<file path="src/rtl/reg_file_sb_if.sv">
// Bus between the ID/WB pipeline stages and the register file with busy scoreboard.
// The master drives indices, write data and reservations; the slave returns data and busy status.
interface reg_file_sb_if #(
  parameter int DATA_W = 16,
  parameter int ADDR_W = 3
);
  logic [ADDR_W-1:0] RS_ID;
  logic [ADDR_W-1:0] RT_ID;
  logic [DATA_W-1:0] Reg_RData1;
  logic [DATA_W-1:0] Reg_RData2;
  logic              Reg_Write;
  logic [ADDR_W-1:0] Reg_W_ID;
  logic [DATA_W-1:0] Reg_WData;
  logic              Rsv_En;
  logic [ADDR_W-1:0] Rsv_ID;
  logic              RS_Busy;
  logic              RT_Busy;
  logic              Rsv_Conflict;
  logic [ADDR_W:0]   Busy_Count;

  modport master (
    output RS_ID, RT_ID, Reg_Write, Reg_W_ID, Reg_WData, Rsv_En, Rsv_ID,
    input  Reg_RData1, Reg_RData2, RS_Busy, RT_Busy, Rsv_Conflict, Busy_Count
  );

  modport slave (
    input  RS_ID, RT_ID, Reg_Write, Reg_W_ID, Reg_WData, Rsv_En, Rsv_ID,
    output Reg_RData1, Reg_RData2, RS_Busy, RT_Busy, Rsv_Conflict, Busy_Count
  );
endinterface

</file>
<file path="src/rtl/reg_file_sb.sv">
// Parametrised GPR file: two registered read ports, one write port, optional write bypass,
// optional hardwired-zero R0 and a per-entry busy scoreboard with occupancy counter.
module reg_file_sb #(
  parameter int DATA_W  = 16,
  parameter int ADDR_W  = 3,
  parameter bit ZERO_R0 = 1'b0,
  parameter bit BYPASS  = 1'b1
) (
  input  logic          CLK,
  input  logic          RST,
  reg_file_sb_if.slave  bus
);
  localparam int NREG = 2 ** ADDR_W;

  logic [DATA_W-1:0] regs_r [NREG];
  logic [NREG-1:0]   busy_r;
  logic [DATA_W-1:0] rdata1_r;
  logic [DATA_W-1:0] rdata2_r;
  logic              conflict_r;
  logic [ADDR_W:0]   count_r;

  logic              wr_en_s;
  logic              rsv_en_s;
  logic [NREG-1:0]   wr_dec_s;
  logic [NREG-1:0]   rsv_dec_s;
  logic [NREG-1:0]   clr_dec_s;
  logic [NREG-1:0]   busy_nxt_s;
  logic              inc_s;
  logic              dec_s;
  logic              conflict_s;
  logic [ADDR_W:0]   count_nxt_s;
  logic [DATA_W-1:0] rdata1_s;
  logic [DATA_W-1:0] rdata2_s;
  logic              rs_busy_s;
  logic              rt_busy_s;

  // Qualify write/reservation enables and decode them to one-hot entry masks.
  always_comb begin
    wr_en_s   = 1'b0;
    rsv_en_s  = 1'b0;
    wr_dec_s  = {NREG{1'b0}};
    rsv_dec_s = {NREG{1'b0}};
    if (bus.Reg_Write == 1'b1) begin
      if (ZERO_R0 && (bus.Reg_W_ID == {ADDR_W{1'b0}})) begin
        wr_en_s = 1'b0;
      end else begin
        wr_en_s = 1'b1;
      end
    end else begin
      wr_en_s = 1'b0;
    end
    if (bus.Rsv_En == 1'b1) begin
      if (ZERO_R0 && (bus.Rsv_ID == {ADDR_W{1'b0}})) begin
        rsv_en_s = 1'b0;
      end else begin
        rsv_en_s = 1'b1;
      end
    end else begin
      rsv_en_s = 1'b0;
    end
    // Index decode only happens under a qualified enable, so an unknown idle index stays harmless.
    if (wr_en_s) begin
      wr_dec_s[bus.Reg_W_ID] = 1'b1;
    end else begin
      wr_dec_s = {NREG{1'b0}};
    end
    if (rsv_en_s) begin
      rsv_dec_s[bus.Rsv_ID] = 1'b1;
    end else begin
      rsv_dec_s = {NREG{1'b0}};
    end
  end

  // Scoreboard next state: a reservation beats a same-entry write (new producer).
  always_comb begin
    clr_dec_s   = wr_dec_s & ~rsv_dec_s;
    busy_nxt_s  = (busy_r & ~clr_dec_s) | rsv_dec_s;
    inc_s       = |(rsv_dec_s & ~busy_r);
    dec_s       = |(clr_dec_s & busy_r);
    conflict_s  = |(rsv_dec_s & busy_r & ~wr_dec_s);
    count_nxt_s = count_r + {{ADDR_W{1'b0}}, inc_s} - {{ADDR_W{1'b0}}, dec_s};
  end

  // Read-port source selection: zero entry, then bypass, then stored value.
  always_comb begin
    rdata1_s = {DATA_W{1'b0}};
    rdata2_s = {DATA_W{1'b0}};
    if (ZERO_R0 && (bus.RS_ID == {ADDR_W{1'b0}})) begin
      rdata1_s = {DATA_W{1'b0}};
    end else if (BYPASS && wr_dec_s[bus.RS_ID]) begin
      rdata1_s = bus.Reg_WData;
    end else begin
      rdata1_s = regs_r[bus.RS_ID];
    end
    if (ZERO_R0 && (bus.RT_ID == {ADDR_W{1'b0}})) begin
      rdata2_s = {DATA_W{1'b0}};
    end else if (BYPASS && wr_dec_s[bus.RT_ID]) begin
      rdata2_s = bus.Reg_WData;
    end else begin
      rdata2_s = regs_r[bus.RT_ID];
    end
  end

  // Combinational busy status; with bypass an entry being released this cycle already reads free.
  always_comb begin
    rs_busy_s = 1'b0;
    rt_busy_s = 1'b0;
    if (BYPASS && clr_dec_s[bus.RS_ID]) begin
      rs_busy_s = 1'b0;
    end else begin
      rs_busy_s = busy_r[bus.RS_ID];
    end
    if (BYPASS && clr_dec_s[bus.RT_ID]) begin
      rt_busy_s = 1'b0;
    end else begin
      rt_busy_s = busy_r[bus.RT_ID];
    end
  end

  // Register array, read data, scoreboard and counter state.
  always_ff @(posedge CLK) begin
    if (RST) begin
      for (int i = 0; i < NREG; i++) begin
        regs_r[i] <= {DATA_W{1'b0}};
      end
      busy_r     <= {NREG{1'b0}};
      rdata1_r   <= {DATA_W{1'b0}};
      rdata2_r   <= {DATA_W{1'b0}};
      conflict_r <= 1'b0;
      count_r    <= {(ADDR_W + 1){1'b0}};
    end else begin
      for (int i = 0; i < NREG; i++) begin
        if (wr_dec_s[i]) begin
          regs_r[i] <= bus.Reg_WData;
        end
      end
      busy_r     <= busy_nxt_s;
      rdata1_r   <= rdata1_s;
      rdata2_r   <= rdata2_s;
      conflict_r <= conflict_s;
      count_r    <= count_nxt_s;
    end
  end

  assign bus.Reg_RData1   = rdata1_r;
  assign bus.Reg_RData2   = rdata2_r;
  assign bus.RS_Busy      = rs_busy_s;
  assign bus.RT_Busy      = rt_busy_s;
  assign bus.Rsv_Conflict = conflict_r;
  assign bus.Busy_Count   = count_r;
endmodule

</file>
<file path="src/flat_wrapper.sv">
// flat-port wrapper written by rule: the top's interface ports become plain ports
module reg_file_sb_flat 
#(
  parameter int DATA_W  = 16,
  parameter int ADDR_W  = 3,
  parameter bit ZERO_R0 = 1'b0,
  parameter bit BYPASS  = 1'b1
)
  (CLK, RST, bus_RS_ID, bus_RT_ID, bus_Reg_Write, bus_Reg_W_ID, bus_Reg_WData, bus_Rsv_En, bus_Rsv_ID, bus_Reg_RData1, bus_Reg_RData2, bus_RS_Busy, bus_RT_Busy, bus_Rsv_Conflict, bus_Busy_Count);
  reg_file_sb_if #(.DATA_W(DATA_W), .ADDR_W(ADDR_W)) bus_i ();
  input  logic CLK;
  input  logic RST;
  input wire logic [$bits(bus_i.RS_ID)-1:0] bus_RS_ID;
  input wire logic [$bits(bus_i.RT_ID)-1:0] bus_RT_ID;
  input wire logic [$bits(bus_i.Reg_Write)-1:0] bus_Reg_Write;
  input wire logic [$bits(bus_i.Reg_W_ID)-1:0] bus_Reg_W_ID;
  input wire logic [$bits(bus_i.Reg_WData)-1:0] bus_Reg_WData;
  input wire logic [$bits(bus_i.Rsv_En)-1:0] bus_Rsv_En;
  input wire logic [$bits(bus_i.Rsv_ID)-1:0] bus_Rsv_ID;
  output wire logic [$bits(bus_i.Reg_RData1)-1:0] bus_Reg_RData1;
  output wire logic [$bits(bus_i.Reg_RData2)-1:0] bus_Reg_RData2;
  output wire logic [$bits(bus_i.RS_Busy)-1:0] bus_RS_Busy;
  output wire logic [$bits(bus_i.RT_Busy)-1:0] bus_RT_Busy;
  output wire logic [$bits(bus_i.Rsv_Conflict)-1:0] bus_Rsv_Conflict;
  output wire logic [$bits(bus_i.Busy_Count)-1:0] bus_Busy_Count;
  assign bus_i.RS_ID = bus_RS_ID;
  assign bus_i.RT_ID = bus_RT_ID;
  assign bus_i.Reg_Write = bus_Reg_Write;
  assign bus_i.Reg_W_ID = bus_Reg_W_ID;
  assign bus_i.Reg_WData = bus_Reg_WData;
  assign bus_i.Rsv_En = bus_Rsv_En;
  assign bus_i.Rsv_ID = bus_Rsv_ID;
  assign bus_Reg_RData1 = bus_i.Reg_RData1;
  assign bus_Reg_RData2 = bus_i.Reg_RData2;
  assign bus_RS_Busy = bus_i.RS_Busy;
  assign bus_RT_Busy = bus_i.RT_Busy;
  assign bus_Rsv_Conflict = bus_i.Rsv_Conflict;
  assign bus_Busy_Count = bus_i.Busy_Count;
  reg_file_sb #(.DATA_W(DATA_W), .ADDR_W(ADDR_W), .ZERO_R0(ZERO_R0), .BYPASS(BYPASS)) u_core (.CLK(CLK), .RST(RST), .bus(bus_i));
endmodule
</file>
<file path="config.mk">
export PLATFORM = sky130hd
export DESIGN_NAME = reg_file_sb_flat
export DESIGN_NICKNAME = d
export VERILOG_FILES = /design/src/rtl/reg_file_sb_if.sv /design/src/rtl/reg_file_sb.sv /design/src/flat_wrapper.sv
export SDC_FILE = /design/constraint.sdc
export NUM_CORES = 1
export LEC_CHECK = 0
export CORE_MARGIN = 3
export CORE_UTILIZATION = 42
export DETAILED_ROUTE_END_ITERATION = 12
export SLEW_MARGIN = 20
export SYNTH_ARGS = -nofsm -noshare
export SYNTH_HDL_FRONTEND = slang
export SYNTH_SLANG_ARGS = --single-unit
</file>
<file path="constraint.sdc">
create_clock -name CLK -period 3.45 [get_ports CLK]
set_input_delay 0.345 -clock CLK [delete_from_list [all_inputs] [get_ports CLK]]
set_output_delay 0.345 -clock CLK [all_outputs]
set_load 0.05 [all_outputs]
</file>
# After elaboration in Yosys (flattened, before gate mapping)
# Memory sizes are Yosys's and may differ from the RTL's.
# Index checks and enable logic that the tools add are counted.
[classes]
addsub = 2
mul = 0
div = 0
magnitude_cmp = 6
n_eq_ne = 0
shift = 0
mux = 58
n_bitwise = 19
reduce_logical = 5
[ops]
columns = ["op", "count"]
rows = [
  ["2-to-1 mux 16 bit", 10],
  ["bitwise AND 8 bit", 6],
  ["2-to-1 mux 1 bit", 38],
  ["inverter 8 bit", 4],
  ["OR reduction 8 bit", 3],
  ["binary-select mux 1 bit (select 3 bit)", 6],
  ["< comparator 3 x 4 -> 1 bit, second input constant", 4],
  ["2-to-1 mux 8 bit", 2],
  ["OR 1 bit", 8],
  ["OR 8 bit", 1],
  ["demux 1 bit (select 3 bit)", 2],
  ["greater-or-equal comparator 3 x 1 -> 1 bit, second input constant", 2],
  ["adder 4 x 1 -> 4 bit", 1],
  ["subtractor 4 x 1 -> 4 bit", 1],
  ["logical AND 1 bit", 2],
]
[totals]
ff_bits = 45
latchBits = 0
mem_bits_rw = 128
mem_bits_ro = 0
inputBits = 32
n_memories = 1
[mem_list]
columns = ["name", "words", "width", "rd", "rd_ports_with_merged_regs", "write_ports", "line", "text"]
rows = [
  ["u_core.regs_r", 8, 16, 2, 0, 8, "reg_file_sb.sv:15", "logic [DATA_W-1:0] regs_r [NREG];"],
]

# Longest topological paths before layout
# Gate-level depths: netlist (run 1).
[logic_depth]
depth_word = 10
mapped_depth = 14

# Worst setup path before layout (run 1)
# Ideal clock, no wire load.
[synth_path]
path_kind = "input to output"
start = "in bus_Rsv_ID[0]"
end = "out bus_RS_Busy"
arrival_time_ns = 2.452
path_slack_ns = 0.653
cell_stages = 6
path_buffers = 1
cell_sequence = "buf_6 nor4b_2 o21ai_1 mux4_2 and2_1 a2111oi_2"
[synth_via]
elab_chain_cells = 10
elab_cells_between_ends = 11
cone_classes = "order compare (2); mux (6); bitwise (2); reduce/logical (1)"
[synth_rtl]
columns = ["item", "line", "text"]
rows = [
  ["from (decl)", "flat_wrapper.sv:19", "input wire logic [$bits(bus_i.Rsv_ID)-1:0] bus_Rsv_ID;"],
  ["< comparator 3 x 4 -> 1 bit (implied by the code) or greater-or-equal comparator 3 x 1 -> 1 bit (tied branches)", "reg_file_sb.sv:68", "rsv_dec_s[bus.Rsv_ID] = 1'b1;"],
  ["logical AND 1 bit (implied by the code)", "reg_file_sb.sv:68", ""],
  ["2-to-1 mux 1 bit (implied by the code)", "reg_file_sb.sv:68", ""],
  ["demux 1 bit (select 3 bit) *", "n/a", ""],
  ["2-to-1 mux 8 bit *", "reg_file_sb.sv:67", "if (rsv_en_s) begin"],
  ["inverter 8 bit *", "reg_file_sb.sv:76", "clr_dec_s = wr_dec_s & ~rsv_dec_s;"],
  ["bitwise AND 8 bit *", "reg_file_sb.sv:76", ""],
  ["binary-select mux 1 bit (select 3 bit) *", "reg_file_sb.sv:108", "if (BYPASS && clr_dec_s[bus.RS_ID]) begin"],
  ["2-to-1 mux 1 bit (implied by the code) *", "reg_file_sb.sv:108", ""],
  ["2-to-1 mux 1 bit *", "reg_file_sb.sv:108", ""],
  ["to (decl)", "flat_wrapper.sv:22", "output wire logic [$bits(bus_i.RS_Busy)-1:0] bus_RS_Busy;"],
]
# Mark *: on every way between the ends. The rest lies on a longest branch, timed or not. The select of a mux whose other input is x is not followed.

# Worst setup path after layout (run 1)
[layout_path]
start = "in bus_Reg_W_ID[2]"
end = "out bus_RS_Busy"
[layout_via]
elab_chain_cells = 9
elab_cells_between_ends = 10
cone_classes = "order compare (2); mux (6); bitwise (1); reduce/logical (1)"
[layout_rtl]
columns = ["item", "line", "text"]
rows = [
  ["from (decl)", "flat_wrapper.sv:16", "input wire logic [$bits(bus_i.Reg_W_ID)-1:0] bus_Reg_W_ID;"],
  ["< comparator 3 x 4 -> 1 bit (implied by the code) or greater-or-equal comparator 3 x 1 -> 1 bit (tied branches)", "reg_file_sb.sv:63", "wr_dec_s[bus.Reg_W_ID] = 1'b1;"],
  ["logical AND 1 bit (implied by the code)", "reg_file_sb.sv:63", ""],
  ["2-to-1 mux 1 bit (implied by the code)", "reg_file_sb.sv:63", ""],
  ["demux 1 bit (select 3 bit) *", "n/a", ""],
  ["2-to-1 mux 8 bit *", "reg_file_sb.sv:62", "if (wr_en_s) begin"],
  ["bitwise AND 8 bit *", "reg_file_sb.sv:76", ""],
  ["binary-select mux 1 bit (select 3 bit) *", "reg_file_sb.sv:108", ""],
  ["2-to-1 mux 1 bit (implied by the code) *", "reg_file_sb.sv:108", ""],
  ["2-to-1 mux 1 bit *", "reg_file_sb.sv:108", ""],
]
# Marks and branches as above.

==> results of run 1 <==
-- how the worst max path moves through the flow --
stage | startpoint | depth (start not counted) | endpoint | slack (ns)
floorplan | bus_Rsv_ID[0] | 6 | bus_RS_Busy | 0.65
global placement | bus_Rsv_ID[2] | 13 | u_core.bus.Busy_Count[2] | 0.25
detailed placement | bus_Reg_W_ID[1] | 13 | u_core.bus.Busy_Count[2] | 0.23
CTS | bus_Reg_W_ID[2] | 7 | bus_RS_Busy | 0.45
global route | bus_Reg_W_ID[2] | 7 | bus_RS_Busy | 0.29
finish | bus_Reg_W_ID[2] | 7 | bus_RS_Busy | 0.43
-- registers in the layout, indices dropped and copies added, names as in the netlist --
name / count
u_core.bus.Reg_RData2: 16
u_core.busy_r: 8
u_core.bus.Busy_Count: 4
u_core.bus.Reg_RData1: 16
u_core.regs_r: 128
u_core.bus.Rsv_Conflict: 1
-- per-layer routing --
layer	GRT usage [%]	up-vias
li1	-	2541
met1	29.7	2926
met2	35.7	255
met3	4.94	39
met4	5.96	0
met5	0	-
-- cell usage in the layout, fill, tap and decap left out, types with 8 or more instances in the layout --
master / n
inv_1: 26
mux4_2: 66
nor2_1: 137
buf_4: 33
clkbuf_16: 18
nand2b_1: 26
a21oi_1: 9
o22ai_1: 8
edfxtp_1: 128
clkdlybuf4s50_1: 65
mux2i_1: 32
dfxtp_1: 45
a211oi_1: 32
nand2_1: 15
-- logic make-up (layout without fill, tap and decap cells) --
group / after synthesis / count (layout) / synth area share, %
fa+ha+maj: 5 / 5 / 0.822
compound gates: 67 / 67 / 5.58
xor+xnor: 9 / 9 / 0.925
flops: 173 / 173 / 55.7
simple gates: 210 / 210 / 11.8
buf+inv: 78 / 162 / 4.02
mux: 98 / 98 / 21.2
-- critical path, cell delays in order --
cell             delay (ns)
clkdlybuf4s50_1        0.75
nand4b_1               0.23
o21ai_0                0.14
mux4_2                 0.48
and2_1                 0.18
a2111oi_2              0.35
buf_12                 0.20
-- cell usage after synthesis, types with 2 or more instances --
cell type  instances
o22ai_1            8
a311oi_1           2
o21ai_0            2
a21oi_1            9
mux2i_1           32
o21a_1             2
a211oi_1          32
dfxtp_1           45
nand2_1           15
o21ai_1            3
nand4_1            4
nor2b_1            6
xnor2_1            7
buf_6              2
clkbuf_1          25
buf_4              3
mux4_2            66
a221oi_1           2
ha_1               4
a2111oi_2          2
and2_1             2
a31oi_1            3
nand4bb_1          4
nor2_1           137
inv_1             26
xor2_1             2
nand4b_1           3
buf_2             19
nand3_1            4
and4bb_2           2
nand2b_1          26
buf_1              3
edfxtp_1         128
-- power breakdown --
group,switching (mW),internal (mW),leakage [nW]
registers,0.0852,2.41,1.61
logic,0.559,0.405,1.73
clock network,0.787,1.13,0.279
-- final cells by class --
type                            count  area [sq um]
Inverter                           26          97.6
Clock buffer                       22           475
Sequential cell                   173          4740
Clock inverter                     10           111
Tap cell                          265           332
Timing Repair Buffer              104           973
Fill cell                        1677          9550
Multi-Input combinational cell    389          3440
-- stage by stage --
| step | cells | total power [mW] |
|---|---|---|
| floorplan | 640 | 3.17 |
| global placement | 957 | 3.49 |
| detailed placement | 957 | 3.51 |
| CTS | 989 | 5.40 |
| global route | 989 | 5.57 |
| finish | 989 | 5.37 |
==> impl_metrics.env, run 1 <==
export IMPL_setup_violations=0
export IMPL_yosys_area_top_type_share_pct=45.1
export IMPL_cts_sinks=173
export IMPL_yosys_area_top_type="edfxtp_1"
export IMPL_cts_repair_resized=0
export IMPL_fin_setup_tns_ns=0
export IMPL_vias=5761
export IMPL_synth_nets=677
export IMPL_wl_per_cell_microns=23.4
export IMPL_netlist_area_sq_um=8530
export IMPL_cts_root_buf="clkbuf_16"
export IMPL_async_flop_share_pct=0
export IMPL_r2r_cells=11
export IMPL_ant_nets=0
export IMPL_fin_util_pct=51.6
export IMPL_ys_seq_elements=173
export IMPL_synthTopCellsByArea="edfxtp_1 (45%), mux4_2 (17%), dfxtp_1 (11%), nor2_1 (6.0%), mux2i_1 (3.8%)"
export IMPL_seq_area_frac_synth_pct=55.7
export IMPL_slew_viol_final=0
export IMPL_critPathLaunchType="primary input"
export IMPL_fin_hold_ws_ns=0.527
export IMPL_wl_microns=23200
export IMPL_period_needed_ns=3.02
export IMPL_min_delay_worst_endpoint="u_core.busy_r[3]"
export IMPL_cp_end_kind="output port"
export IMPL_syn_avg_cell_area_sq_um=13.3
export IMPL_post_cts_buffers=0
export IMPL_crit_required_ns=3.11
export IMPL_rows=51
export IMPL_gp_congestion=0.846
export IMPL_r2r_end="u_core.bus.Busy_Count[2]"
export IMPL_overflow=0
export IMPL_core_sq_um=19700
export IMPL_wl_met3_microns=1560
export IMPL_met1_length_microns=9690
export IMPL_dp_hpwl_microns=14900
export IMPL_cts_htree_levels=4
export IMPL_synthDistinctLibCells=43
export IMPL_path_class="in2out"
export IMPL_ioPinCount=71
export IMPL_max_freq_mhz=331
export IMPL_grt_pass1_vias=5959
export IMPL_worst_pin_slew_ns=0.841
export IMPL_nNetsFinal=748
export IMPL_cts_made_buffers=17
export IMPL_vdd_drop_max_v=0.000339
export IMPL_syn_to_final_growth_pct=19.3
export IMPL_io_buffers=70
export IMPL_synth_enable_flop_cells=128
export IMPL_postLayoutSetupSlackWorst_ns=0.428
export IMPL_clk_latency_ns=0.43
export IMPL_place_ws_ns=0.227
export IMPL_start_util_pct=43.2
export IMPL_hp_class="reg2reg"
export IMPL_die_x_microns=148
export IMPL_top_layer="met4"
export IMPL_slew_headroom_pct=44.0
export IMPL_drc_errors=0
export IMPL_hold_path_depth=2
export IMPL_leakage_nw=3.63
export IMPL_hold_viol=0
export IMPL_fin_skew_ns=0.0104
export IMPL_r2r_slack_ns=1.21
export IMPL_syn_inst=640
export IMPL_final_area_sq_um=10200
export IMPL_vias_per_cell=5.83
export IMPL_antenna_found_initial=0
export IMPL_drive_gt1_share_pct=19.2
export IMPL_cts_path_max_buffers=2
export IMPL_worstHoldStart="u_core.busy_r[3]"
export IMPL_cts_hold_buf=0
export IMPL_clk_pin_slew_worst_paths_ns=0.06
export IMPL_grt_pass1_wl_microns=35600
export IMPL_yosysWarnings=0
export IMPL_grt_max_degree=42
export IMPL_n_antenna_cell=0
export IMPL_post_route_period_util_pct=87.6
export IMPL_p_per_area_nw_per_um2=528
export IMPL_arrival_ns=2.68
export IMPL_dieArea_sq_um=22000
export IMPL_met2_wirelength_microns=11500
export IMPL_drt_pass1_iter_count=5
export IMPL_grtUsageTotal_pct=21.8
export IMPL_postPlaceCellArea_sq_um=9590
export IMPL_cap_violations=0
export IMPL_drtIter0Drc=487
export IMPL_cp_max_fo=11
export IMPL_status="completed"
export IMPL_ys_flop_type="edfxtp_1"
export IMPL_cts_tree="done"
export IMPL_rsz0062_at_grt="no"
export IMPL_r2r_start="u_core.busy_r[4]"
export IMPL_dieHeight_microns=148
(Power assumes the default switching activity.)
==> run 2, diff against run 1 <==
Settings changed: PLACE_DENSITY set to 0.64.
==> impl_metrics.env, run 2 (synthesis results as in run 1) <==
export IMPL_dieArea_sq_um=22000
export IMPL_cp_max_fo=11
export IMPL_grt_util_met1_pct=26.0
export IMPL_arrival_ns=2.73
export IMPL_io_buffers=70
export IMPL_ioPinCount=71
export IMPL_cts_sinks=173
export IMPL_largest_reg_flops=128
export IMPL_path_class="in2out"
export IMPL_status="completed"
export IMPL_syn_to_final_growth_pct=19.4
export IMPL_p_per_area_nw_per_um2=530
export IMPL_cts_path_max_buffers=2
export IMPL_clk_pin_slew_worst_paths_ns=0.06
export IMPL_grt_busiest_layer="met2"
export IMPL_drc_errors=0
export IMPL_postLayoutSetupSlackWorst_ns=0.376
export IMPL_period_needed_ns=3.07
export IMPL_max_stage_delay_ns=0.73
export IMPL_post_cts_buffers=0
export IMPL_cp_slowest_cell="clkdlybuf4s50_1"
export IMPL_dp_hpwl_microns=14600
export IMPL_wl_microns=22300
export IMPL_place_ws_ns=0.220
export IMPL_setup_violations=0
export IMPL_cts_htree_levels=4
export IMPL_gp_congestion=0.821
export IMPL_cts_hold_buf=0
export IMPL_grt_pass1_wl_microns=34300
export IMPL_fill_cells=1632
export IMPL_cts_made_buffers=17
export IMPL_start_util_pct=43.2
export IMPL_slew_headroom_pct=60.8
export IMPL_rows=51
export IMPL_fin_util_pct=51.6
export IMPL_final_cell_mix="nor2_1 (137), edfxtp_1 (128), mux4_2 (66)"
export IMPL_multi_input_area_sq_um=3440
export IMPL_cts_tree="done"
export IMPL_slew_viol_final=0
export IMPL_worst_pin_slew_ns=0.586
export IMPL_regArea_sq_um=4740
export IMPL_critPathLaunchType="primary input"
export IMPL_cp_end_kind="output port"
export IMPL_vias=5720
export IMPL_n_antenna_cell=0
export IMPL_nNetsFinal=749
export IMPL_dieHeight_microns=148
export IMPL_cts_root_buf="clkbuf_16"
export IMPL_fin_hold_ws_ns=0.519
export IMPL_drtIter0Drc=460
export IMPL_hp_class="in2reg"
export IMPL_hold_viol=0
export IMPL_leakage_nw=3.64
export IMPL_grt_use_met2_pct=36.6
export IMPL_clk_latency_ns=0.43
export IMPL_grtUsageTotal_pct=20.8
export IMPL_post_route_period_util_pct=89.1
export IMPL_fin_skew_ns=0.00979
export IMPL_cap_violations=0
export IMPL_drt_pass1_iter_count=7
export IMPL_max_freq_mhz=325
export IMPL_grtUsageMet3_pct=4.42
export IMPL_crit_path_cell_trace="clkdlybuf4s50_1, nand4bb_1, buf_4, o21ai_1, mux4_2, and2_1, a2111oi_2, buf_12"
export IMPL_ant_nets=0
export IMPL_drive_gt1_share_pct=19.7
export IMPL_mostFrequentLayoutCell="nor2_1"
export IMPL_wl_per_cell_microns=22.5
export IMPL_hold_path_depth=3
export IMPL_vias_per_cell=5.78
export IMPL_die_x_microns=148
export IMPL_vdd_drop_max_v=0.000336
export IMPL_rsz0062_at_grt="no"
export IMPL_p_total_mw=5.40
export IMPL_r2r_cells=10
export IMPL_crit_required_ns=3.11
export IMPL_regMostFlops="u_core.regs_r"
export IMPL_core_sq_um=19700
export IMPL_overflow=0
export IMPL_grt_max_degree=35
export IMPL_grt_pass1_vias=5994
export IMPL_fin_setup_tns_ns=0
export IMPL_cts_repair_resized=0
export IMPL_antenna_found_initial=0
[run 2: changes by cell type in the layout (fill, tap and decap cells not counted), sizes merged]
| cell | change |
|---|---|
| clkbuf | -2 |
| buf | +1 |
| clkinvlp | -1 |
| inv | +1 |
| clkinv | +2 |
[run 2: layer usage]
metal / vias to the layer above / part of all wire (%)
li1: 2547 / -
met1: 2920 / 40
met2: 222 / 53
met3: 31 / 5.9
met4: 0 / 1.6
met5: - / 0
[run 2: final timing paths]
path                                       start                       end  slack (ns)
worst max register to register  u_core.busy_r[3]  u_core.bus.Busy_Count[2]        1.26
worst min register to register  u_core.busy_r[6]          u_core.busy_r[6]        0.55
worst max-delay path             bus_Reg_W_ID[2]               bus_RS_Busy        0.38
worst min-delay path                         RST  u_core.bus.Busy_Count[1]        0.52
[run 2: per-stage QoR]
| step | cells | area [sq um] |
|---|---|---|
| 2_1_floorplan | 640 | 8530 |
| 3_3_place_gp | 958 | 9580 |
| 3_5_place_dp | 958 | 9580 |
| 4_1_cts | 990 | 10200 |
| 5_1_grt | 990 | 10200 |
| 6_report | 990 | 10200 |
[run 2: area by class of cell]
cell class / instances / area share, %
clock buffer: 20 / 4.60
inverter: 26 / 0.958
clock inverter: 12 / 1.31
tap: 265 / 3.26
timing repair buffer: 105 / 9.51
multi-input combinational: 389 / 33.8
sequential: 173 / 46.6
[run 2: power breakdown]
part	internal, mW	switching [mW]	total, mW
logic	0.403	0.546	0.950
clock network	1.13	0.816	1.95
registers	2.41	0.0870	2.50
total	3.95	1.45	5.40
[run 2: critical path, delay by kind of cell]
family	cells	cell delay (ns)
AOI/OAI and AO/OA	2	0.43
buffers and inverters	3	1.09
muxes	1	0.45
and+or+nand+nor	2	0.41
